[config.mk]
export PLATFORM = sky130hd
export DESIGN_NAME = irq_ctrl
export DESIGN_NICKNAME = d
export VERILOG_FILES = /design/src/rtl/irq_ctrl_pkg.sv /design/src/rtl/irq_prio_enc.sv /design/src/rtl/irq_ctrl.sv
export SDC_FILE = /design/constraint.sdc
export NUM_CORES = 1
export LEC_CHECK = 0
export BUFFER_PORTS_ARGS = -buffer_cell sky130_fd_sc_hd__clkbuf_2
export CAP_MARGIN = 20
export CORE_MARGIN = 4
export CORE_UTILIZATION = 50
export DETAILED_ROUTE_END_ITERATION = 12
export HOLD_SLACK_MARGIN = 0.08
export PLACE_DENSITY = 0.91
export SYNTH_ARGS = -nofsm -noshare
export SYNTH_HDL_FRONTEND = slang
export SYNTH_SLANG_ARGS = --single-unit
export TNS_END_PERCENT = 1
[constraint.sdc]
create_clock -name clk -period 3 [get_ports clk]
set_input_delay 0.45 -clock clk [delete_from_list [all_inputs] [get_ports clk]]
set_output_delay 0.45 -clock clk [all_outputs]
set_load 0.01 [all_outputs]
[src/rtl/irq_ctrl_pkg.sv]
// ============================================================================
// Module  : irq_ctrl_pkg
// Brief   : Shared bus encodings, register map and state encoding for irq_ctrl
// Revision: 1.0 - initial release
// ============================================================================
`default_nettype none
`timescale 1ns/1ps

package irq_ctrl_pkg;

    localparam int WORD_DATA = 32;
    localparam int IRQ_ID_W  = 5;

    localparam logic READ  = 1'b1;
    localparam logic WRITE = 1'b0;

    localparam logic [2:0] IRQ_PENDING_ADDR  = 3'd0;
    localparam logic [2:0] IRQ_MASK_ADDR     = 3'd1;
    localparam logic [2:0] IRQ_TRIG_ADDR     = 3'd2;
    localparam logic [2:0] IRQ_CLAIM_ADDR    = 3'd3;
    localparam logic [2:0] IRQ_COMPLETE_ADDR = 3'd4;
    localparam logic [2:0] IRQ_STATUS_ADDR   = 3'd5;

    typedef enum logic [1:0] {
        IRQ_IDLE    = 2'd0,
        IRQ_ASSERT  = 2'd1,
        IRQ_SERVICE = 2'd2
    } irq_state_e;

endpackage

`default_nettype wire

[src/rtl/irq_prio_enc.sv]
// ============================================================================
// Module  : irq_prio_enc
// Brief   : Lowest-index-wins priority encoder; id = index+1, 0 when idle
// Revision: 1.0 - initial release
// ============================================================================
`default_nettype none
`timescale 1ns/1ps

module irq_prio_enc
    import irq_ctrl_pkg::*;
#(
    parameter int N_SRC = 8
) (
    input  logic [N_SRC-1:0]    req_i,
    output logic                valid_o,
    output logic [IRQ_ID_W-1:0] id_o
);

    // Scan high to low so the lowest set index is the last one written
    always_comb begin
        id_o = '0;
        for (int i = N_SRC - 1; i >= 0; i--) begin
            if (req_i[i]) begin
                id_o = IRQ_ID_W'(i + 1);
            end
        end
    end

    assign valid_o = |req_i;

endmodule

`default_nettype wire

[src/rtl/irq_ctrl.sv]
// ============================================================================
// Module  : irq_ctrl
// Brief   : Pending/mask/trigger interrupt controller with claim/complete
// Revision: 1.0 - initial release
// ============================================================================
`default_nettype none
`timescale 1ns/1ps

module irq_ctrl
    import irq_ctrl_pkg::*;
#(
    parameter int N_SRC = 8
) (
    input  logic                 clk,
    input  logic                 rest,
    input  logic                 Irq_cs,
    input  logic                 Irq_as,
    input  logic                 Irq_rw,
    output logic                 Irq_rdy,
    input  logic [2:0]           Irq_addr,
    input  logic [WORD_DATA-1:0] Irq_wr_data,
    output logic [WORD_DATA-1:0] Irq_rd_data,
    input  logic [N_SRC-1:0]     irq_src,
    output logic                 cpu_irq,
    output logic [IRQ_ID_W-1:0]  cpu_irq_id
);

    logic [N_SRC-1:0]     pend_q, pend_d, mask_q, trig_q, prev_q;
    irq_state_e           state_q;
    logic [IRQ_ID_W-1:0]  inserv_q;
    logic                 rdy_q, irq_q;
    logic [WORD_DATA-1:0] rd_data_q, rd_data_d;

    logic                 w_acc, w_rd, w_wr, w_valid, w_claim, w_complete;
    logic [N_SRC-1:0]     w_claim_clr, w_w1c, w_set;
    logic                 w_unused;

    assign w_acc = Irq_cs & Irq_as;
    assign w_rd  = w_acc & (Irq_rw == READ);
    assign w_wr  = w_acc & (Irq_rw == WRITE);

    irq_prio_enc #(
        .N_SRC   (N_SRC)
    ) u_prio_enc (
        .req_i   (pend_q & mask_q),
        .valid_o (w_valid),
        .id_o    (cpu_irq_id)
    );

    assign w_claim    = w_rd && (Irq_addr == IRQ_CLAIM_ADDR) && (state_q == IRQ_ASSERT) && w_valid;
    assign w_complete = w_wr && (Irq_addr == IRQ_COMPLETE_ADDR) && (state_q == IRQ_SERVICE) &&
                        (Irq_wr_data[IRQ_ID_W-1:0] == inserv_q);

    assign w_w1c = (w_wr && (Irq_addr == IRQ_PENDING_ADDR)) ? Irq_wr_data[N_SRC-1:0] : '0;
    assign w_set = irq_src & ~prev_q;

    always_comb begin
        w_claim_clr = '0;
        for (int i = 0; i < N_SRC; i++) begin
            if (w_claim && (cpu_irq_id == IRQ_ID_W'(i + 1))) begin
                w_claim_clr[i] = 1'b1;
            end
        end
    end

    // Edge bits: clears first, then a fresh edge re-sets; level bits follow the line
    assign pend_d = (trig_q & ((pend_q & ~(w_w1c | w_claim_clr)) | w_set)) |
                    (~trig_q & irq_src);

    always_comb begin
        rd_data_d = '0;
        case (Irq_addr)
            IRQ_PENDING_ADDR: rd_data_d = WORD_DATA'(pend_q);
            IRQ_MASK_ADDR:    rd_data_d = WORD_DATA'(mask_q);
            IRQ_TRIG_ADDR:    rd_data_d = WORD_DATA'(trig_q);
            IRQ_CLAIM_ADDR:   rd_data_d = (state_q == IRQ_ASSERT) ? WORD_DATA'(cpu_irq_id) : '0;
            IRQ_STATUS_ADDR:  rd_data_d = {25'b0, state_q, inserv_q};
            default:          rd_data_d = '0;
        endcase
    end

    always_ff @(posedge clk) begin
        prev_q <= irq_src;
        if (rest) begin
            pend_q    <= '0;
            mask_q    <= '0;
            trig_q    <= '1;
            state_q   <= IRQ_IDLE;
            inserv_q  <= '0;
            irq_q     <= 1'b0;
            rdy_q     <= 1'b0;
            rd_data_q <= '0;
        end else begin
            pend_q <= pend_d;
            rdy_q  <= w_acc;
            if (w_rd) begin
                rd_data_q <= rd_data_d;
            end
            if (w_wr && (Irq_addr == IRQ_MASK_ADDR)) begin
                mask_q <= Irq_wr_data[N_SRC-1:0];
            end
            if (w_wr && (Irq_addr == IRQ_TRIG_ADDR)) begin
                trig_q <= Irq_wr_data[N_SRC-1:0];
            end
            case (state_q)
                IRQ_IDLE: begin
                    if (w_valid) begin
                        state_q <= IRQ_ASSERT;
                        irq_q   <= 1'b1;
                    end
                end
                IRQ_ASSERT: begin
                    if (w_claim) begin
                        state_q  <= IRQ_SERVICE;
                        inserv_q <= cpu_irq_id;
                        irq_q    <= 1'b0;
                    end else if (!w_valid) begin
                        state_q <= IRQ_IDLE;
                        irq_q   <= 1'b0;
                    end
                end
                IRQ_SERVICE: begin
                    if (w_complete) begin
                        state_q  <= IRQ_IDLE;
                        inserv_q <= '0;
                    end
                end
                default: begin
                    state_q <= IRQ_IDLE;
                    irq_q   <= 1'b0;
                end
            endcase
        end
    end

    assign Irq_rdy     = rdy_q;
    assign Irq_rd_data = rd_data_q;
    assign cpu_irq     = irq_q;
    assign w_unused    = ^Irq_wr_data[WORD_DATA-1:N_SRC];

endmodule

`default_nettype wire
Word-level counts from Yosys, hierarchy flattened. Cells that the tools add are included. Widths: inputs -> output; s select.

Eq/ne operators: 20. Multiplexer cells: 31. Bitwise operators: 16. Reductions and logical operators: 24.

Operator list (count): $and 8x8->8 (5); $pmux 8 s5 (1); $mux 4 (8); $not 8->8 (3); $or 8x8->8 (3); $eq 5x3->1 const B (4); $logic_and 1x1->1 (17); $mux 5 (3); $mux 1 (11); $eq 5x2->1 const B (2); $pmux 5 s2 (1); $reduce_and 3->1 (3); $mux 2 (4); $mux 8 (1); $reduce_or 8->1 (1); $eq 3x2->1 const B (2); $eq 3x3->1 const B (2); $ne 2x2->1 const B (3); $pmux 2 s3 (1); $eq 5x1->1 const B (1); $eq 5x4->1 const B (1); $eq 5x5->1 (1); $and 1x1->1 (3); $eq 3x1->1 const B (1); 8 further kinds (9).

Register bits after elaboration: 73. Bits of input ports: 48. Output and inout port bits: 39. Logic and storage cells: 100.

Depth between registers and ports, before layout.
Depth after elaboration: 18. Mapped depth: 6. Gate-level depth less buffers: 5.

Modules after synthesis. Synthesis repeated with hierarchy kept, for this count alone.

Cells, all modules: 300. Area total of the unflattened synthesis: 2690.1 µm².

By module, submodules not included: irq_ctrl (instances 1, cells an instance 284, area an instance 2590.0 µm², seq. area each 980.9 µm²); irq_prio_enc (instances 1, cells an instance 16, area an instance 100.1 µm², seq. area each 0.0 µm²).

Worst setup path after synthesis. No wires, ideal clock.

Kind: input port to flip-flop. Start: in Irq_addr[0]. End: reg pend_q[4]. Setup time: 0.116 ns. Arrival: 1.581 ns. Setup slack: 1.302 ns. Stages: 6. Path through: or2_2 clkbuf_1 nor4_4 a211o_1 a21oi_1 a31o_2.

Cells in the longest elaborated chain, start to end: 12.

RTL lines: start: declaration (line irq_ctrl.sv:20) `input logic [2:0] Irq_addr,`; $eq 3x2->1 (line irq_ctrl.sv:50) `assign w_claim = w_rd && (Irq_addr == IRQ_CLAIM_ADDR) && (state_q == IRQ_ASSERT) && w_valid;`; $logic_and 1x1->1 (3 in a row) (line irq_ctrl.sv:50); $logic_and 1x1->1 (line irq_ctrl.sv:60) `if (w_claim && (cpu_irq_id == IRQ_ID_W'(i + 1))) begin`; $mux 1 (line irq_ctrl.sv:60); $or 8x8->8 * (line irq_ctrl.sv:67) `assign pend_d = (trig_q & ((pend_q & ~(w_w1c | w_claim_clr)) | w_set)) |`; $not 8->8 * (line irq_ctrl.sv:67); $and 8x8->8 * (line irq_ctrl.sv:67); $or 8x8->8 * (line irq_ctrl.sv:67); $and 8x8->8 * (line irq_ctrl.sv:67); $or 8x8->8 * (line irq_ctrl.sv:67); end signal: assignment (line irq_ctrl.sv:94) `pend_q <= pend_d;`; end: declaration (line irq_ctrl.sv:28) `logic [N_SRC-1:0] pend_q, pend_d, mask_q, trig_q, prev_q;`.

Every way passes the cells marked *; elsewhere a longest branch is shown, timed or not. A chain may end at the register's enable or synchronous reset.

Worst setup path in the final report.
Start: reg pend_q[4]. End: out cpu_irq_id[1].

Cells in the longest elaborated chain, start to end: 6.

RTL lines: $and 8x8->8 (line irq_ctrl.sv:45) `.req_i (pend_q & mask_q),`; $mux 4 (5 in a row) (line irq_prio_enc.sv:23) `if (req_i[i]) begin`; end: declaration (line irq_ctrl.sv:25) `output logic [IRQ_ID_W-1:0] cpu_irq_id`.

No other way between the ends.

==> summary.md <==
| Metric | Value |
|---|---|
| Detail-routed net length per standard cell | `16.1 um` |
| Number of global-route vias before repair | `2041` |
| Number of hold-repair buffers added at the cts stage | `0` |
| First-pass GRT wire length | `9830 um` |
| Synthesized-area fraction occupied by ao, oa, aoi and oai cells | `0.170` |
| Die outline height | `77.6 um` |
| Antenna violation net count after detailed routing | `0` |
| Post-cts gate resize count | `0` |
| Worst Skew | `0.0117 ns` |
| Dominant delay contributor by cell family on the critical path | `compound AO/OA/AOI/OAI gates` |
| Xor/xnor cell area share of the yosys netlist | `0.0144` |
| Fillers | `421` |
| Critical-path cell with the highest stage delay | `a21boi_0` |
| Avg Cell Area, Syn | `8.75 um^2` |
| Final setup fails | `0` |
| Count of endpoints failing hold in the final timing report | `0` |
| Number of antenna violations at the first check in global routing | `0` |
| Final critical-path required period | `2.37 ns` |
| Clock latency at the later pin of the worst-skew pair | `0.31 ns` |
| Leakage component of the power | `1.23 nW` |
| Number of clock sinks | `48` |
| Number of buffers added by the clock tree synthesis step | `5` |
| Wire length reported by the detailed router | `6120 um` |
| Max Transition Viols Final | `0` |
| Initial core utilization | `0.513` |
| Area added between synthesis and finish | `10.3%` |
| Max-cap viol count | `0` |
| Data arrival, critical path | `1.92 ns` |
| Cell area after synthesis | `2420 um^2` |
| Share of synthesized cell area in full adder, half adder and majority cells | `0` |
| Largest incremental delay on the critical path | `0.49 ns` |
| Least-Margin Pin Slew | `0.629 ns` |
| Most common cell in the netlist | `dfxtp_1` |
| Simple-gate share of the synthesized area | `0.196` |
| Post-CTS setup buffers | `0` |
| Normalized max-slew margin | `0.577` |
| Fraction of final layout cells sized beyond drive strength 1 | `0.179` |
| Startpoint type of the worst setup path | `flip-flop` |
| Final-layout worst hold slack | `0.253 ns` |
| Number of top-level pins | `87` |
| Run status | `completed` |
| Cells taking the most area after synthesis | `dfxtp_1 40%, mux2i_1 12%, buf_4 8.0%` |
| Largest family of logic cells by synthesized area | `simple AND/OR/NAND/NOR gates` |
| FP Rows | `25` |
| Root buffer cell | `clkbuf_8` |
| Antenna diode count | `0` |
| PortBufs | `37` |
| Core box area | `4720 um^2` |
| Routability Congestion | `0.973` |
| Fraction of synthesized area in multiplexers | `0.120` |
| Chip width | `77.6 um` |
| Global router's overall resource usage | `0.206` |
| Die Area | `6030 um^2` |
| Vias per inst | `5.80` |
| Maximum ir drop on the vdd rail | `249 uV` |
| Classification of the worst setup path | `reg2out` |
| Final nets | `360` |
| Cells along the critical path | `a22oi_1, nand2b_1, a21boi_0, clkbuf_2` |
| Crit path required time | `2.55 ns` |
| Congestion Overflow GR | `0` |
| Total negative setup slack | `0 ns` |
| Top cells by count, synth | `48 x dfxtp_1, 39 x nand2_1, 28 x mux2i_1, 28 x nor2_1, 26 x buf_4` |
| H-tree Lvls | `2` |
| Pin count of the biggest net entering global routing | `30` |
| Area fraction of the dominant cell type after synthesis | `0.396` |
| Clock edge transition at the registers on the reported setup and hold paths | `0.09 ns` |
| Share of the clock period used by the worst path after layout | `0.791` |
| Number of library cell types mapped by synthesis | `46` |
| Setup repair after global routing missed its margin | `no` |
| Initial drt markers | `276` |
| CP endpoint kind | `output pin` |
| Pre-antenna DRT Iters | `5` |
| Area of all sequential standard cells | `961 um^2` |
| Share of synthesized area occupied by flip-flops and latches | `0.396` |
| Worst Path Max Fanout | `5` |
| Yosys synthesis warning count | `0` |
| Combined buffer and inverter count along the critical path | `1` |
| Post-synth top flop | `dfxtp_1` |
| Library cell with the largest summed area after synthesis | `dfxtp_1` |
| Classification of the worst-slack hold path | `in2reg` |
| Max clock buf depth | `2` |
| Via count of the routed design | `2204` |
| F_max | `421 MHz` |
| Combined area of the multi-input logic cells | `1310 um^2` |
| EDFF count, synth | `0` |
| Cells after synthesis | `277` |
| Pwr per Cell Area | `478 nW/um^2` |
| Clock tree from TritonCTS | `yes` |
| Number of DRC violations after detailed routing | `0` |
| Post-synthesis async set-or-reset flop share | `0` |
| HPWL after detailed placement | `4460 um` |
| Flops & latches, synth | `48` |
## worst paths after layout
check,from,endpoint,slack (ns),cells past startpoint
setup / recovery,pend_q[4]$_SDFF_PP0_,cpu_irq_id[1],0.63,4
hold / removal,irq_src[6],prev_q[6]$_DFF_P_,0.25,1
hold reg to reg,cpu_irq$_SDFFE_PP0P_,cpu_irq$_SDFFE_PP0P_,0.48,1
setup reg to reg,state_q[0]$_SDFFE_PP0P_,pend_q[5]$_SDFF_PP0_,1.19,6
## sequential cells by signal (all words and copies together), names as in the netlist
signal,count
Irq_rdy,1
pend_q,8
inserv_q,4
trig_q,8
Irq_rd_data,8
cpu_irq,1
state_q,2
prev_q,8
mask_q,8
## stage by stage
| step | cells | worst slack [ns] | cell area (um^2) | utilization | power [mW] |
|---|---|---|---|---|---|
| 2_1_floorplan | 301 | 1.30 | 2510 | - | 0.794 |
| 3_3_place_gp | 372 | 0.853 | 2560 | 0.543 | 0.815 |
| 3_5_place_dp | 372 | 0.820 | 2560 | 0.543 | 0.819 |
| 4_1_cts | 380 | 0.728 | 2670 | 0.566 | 1.28 |
| 5_1_grt | 380 | 0.548 | 2670 | 0.566 | 1.33 |
| 6_report | 380 | 0.626 | 2670 | 0.566 | 1.28 |
## cell type report
class,count,share of cell area
Clock buffer,5,0.0257
Multi-Input combinational cell,215,0.489
Timing Repair Buffer,39,0.0749
Tap cell,67,0.0314
Sequential cell,48,0.359
Inverter,3,0.00421
Clock inverter,3,0.0159
## layer usage
metal  wire [um]  GRT usage
met1        2370      0.249
met2        2870      0.337
met3         655     0.0522
met5           0          0
met4         228      0.101
## cells by family after synthesis
logic type	after synthesis
xor+xnor	4
mux	29
flops	48
buf+inv	38
other cells	1
simple gates	97
compound gates	60
## power breakdown
part	switching, mW	internal [mW]
Sequential	0.0169	0.658
Clock	0.223	0.247
Combinational	0.0849	0.0478
## placed cells by master (no fill, tap or decap), types with 3 or more instances in the layout
cell       n
mux2i_1   28
nand3_1    9
dfxtp_1   48
o221ai_1   5
a21oi_1   17
nor2_1    28
inv_1      3
clkbuf_2  37
conb_1    25
a32o_1     5
nand4_1    3
o21ai_0    7
a31oi_1    3
xor2_1     4
nand2b_1   4
clkbuf_8   5
nand2_1   39
a211oi_1   4
o22ai_1    3
a22oi_1    6
Note: power is estimated with default switching activity, not from simulation.
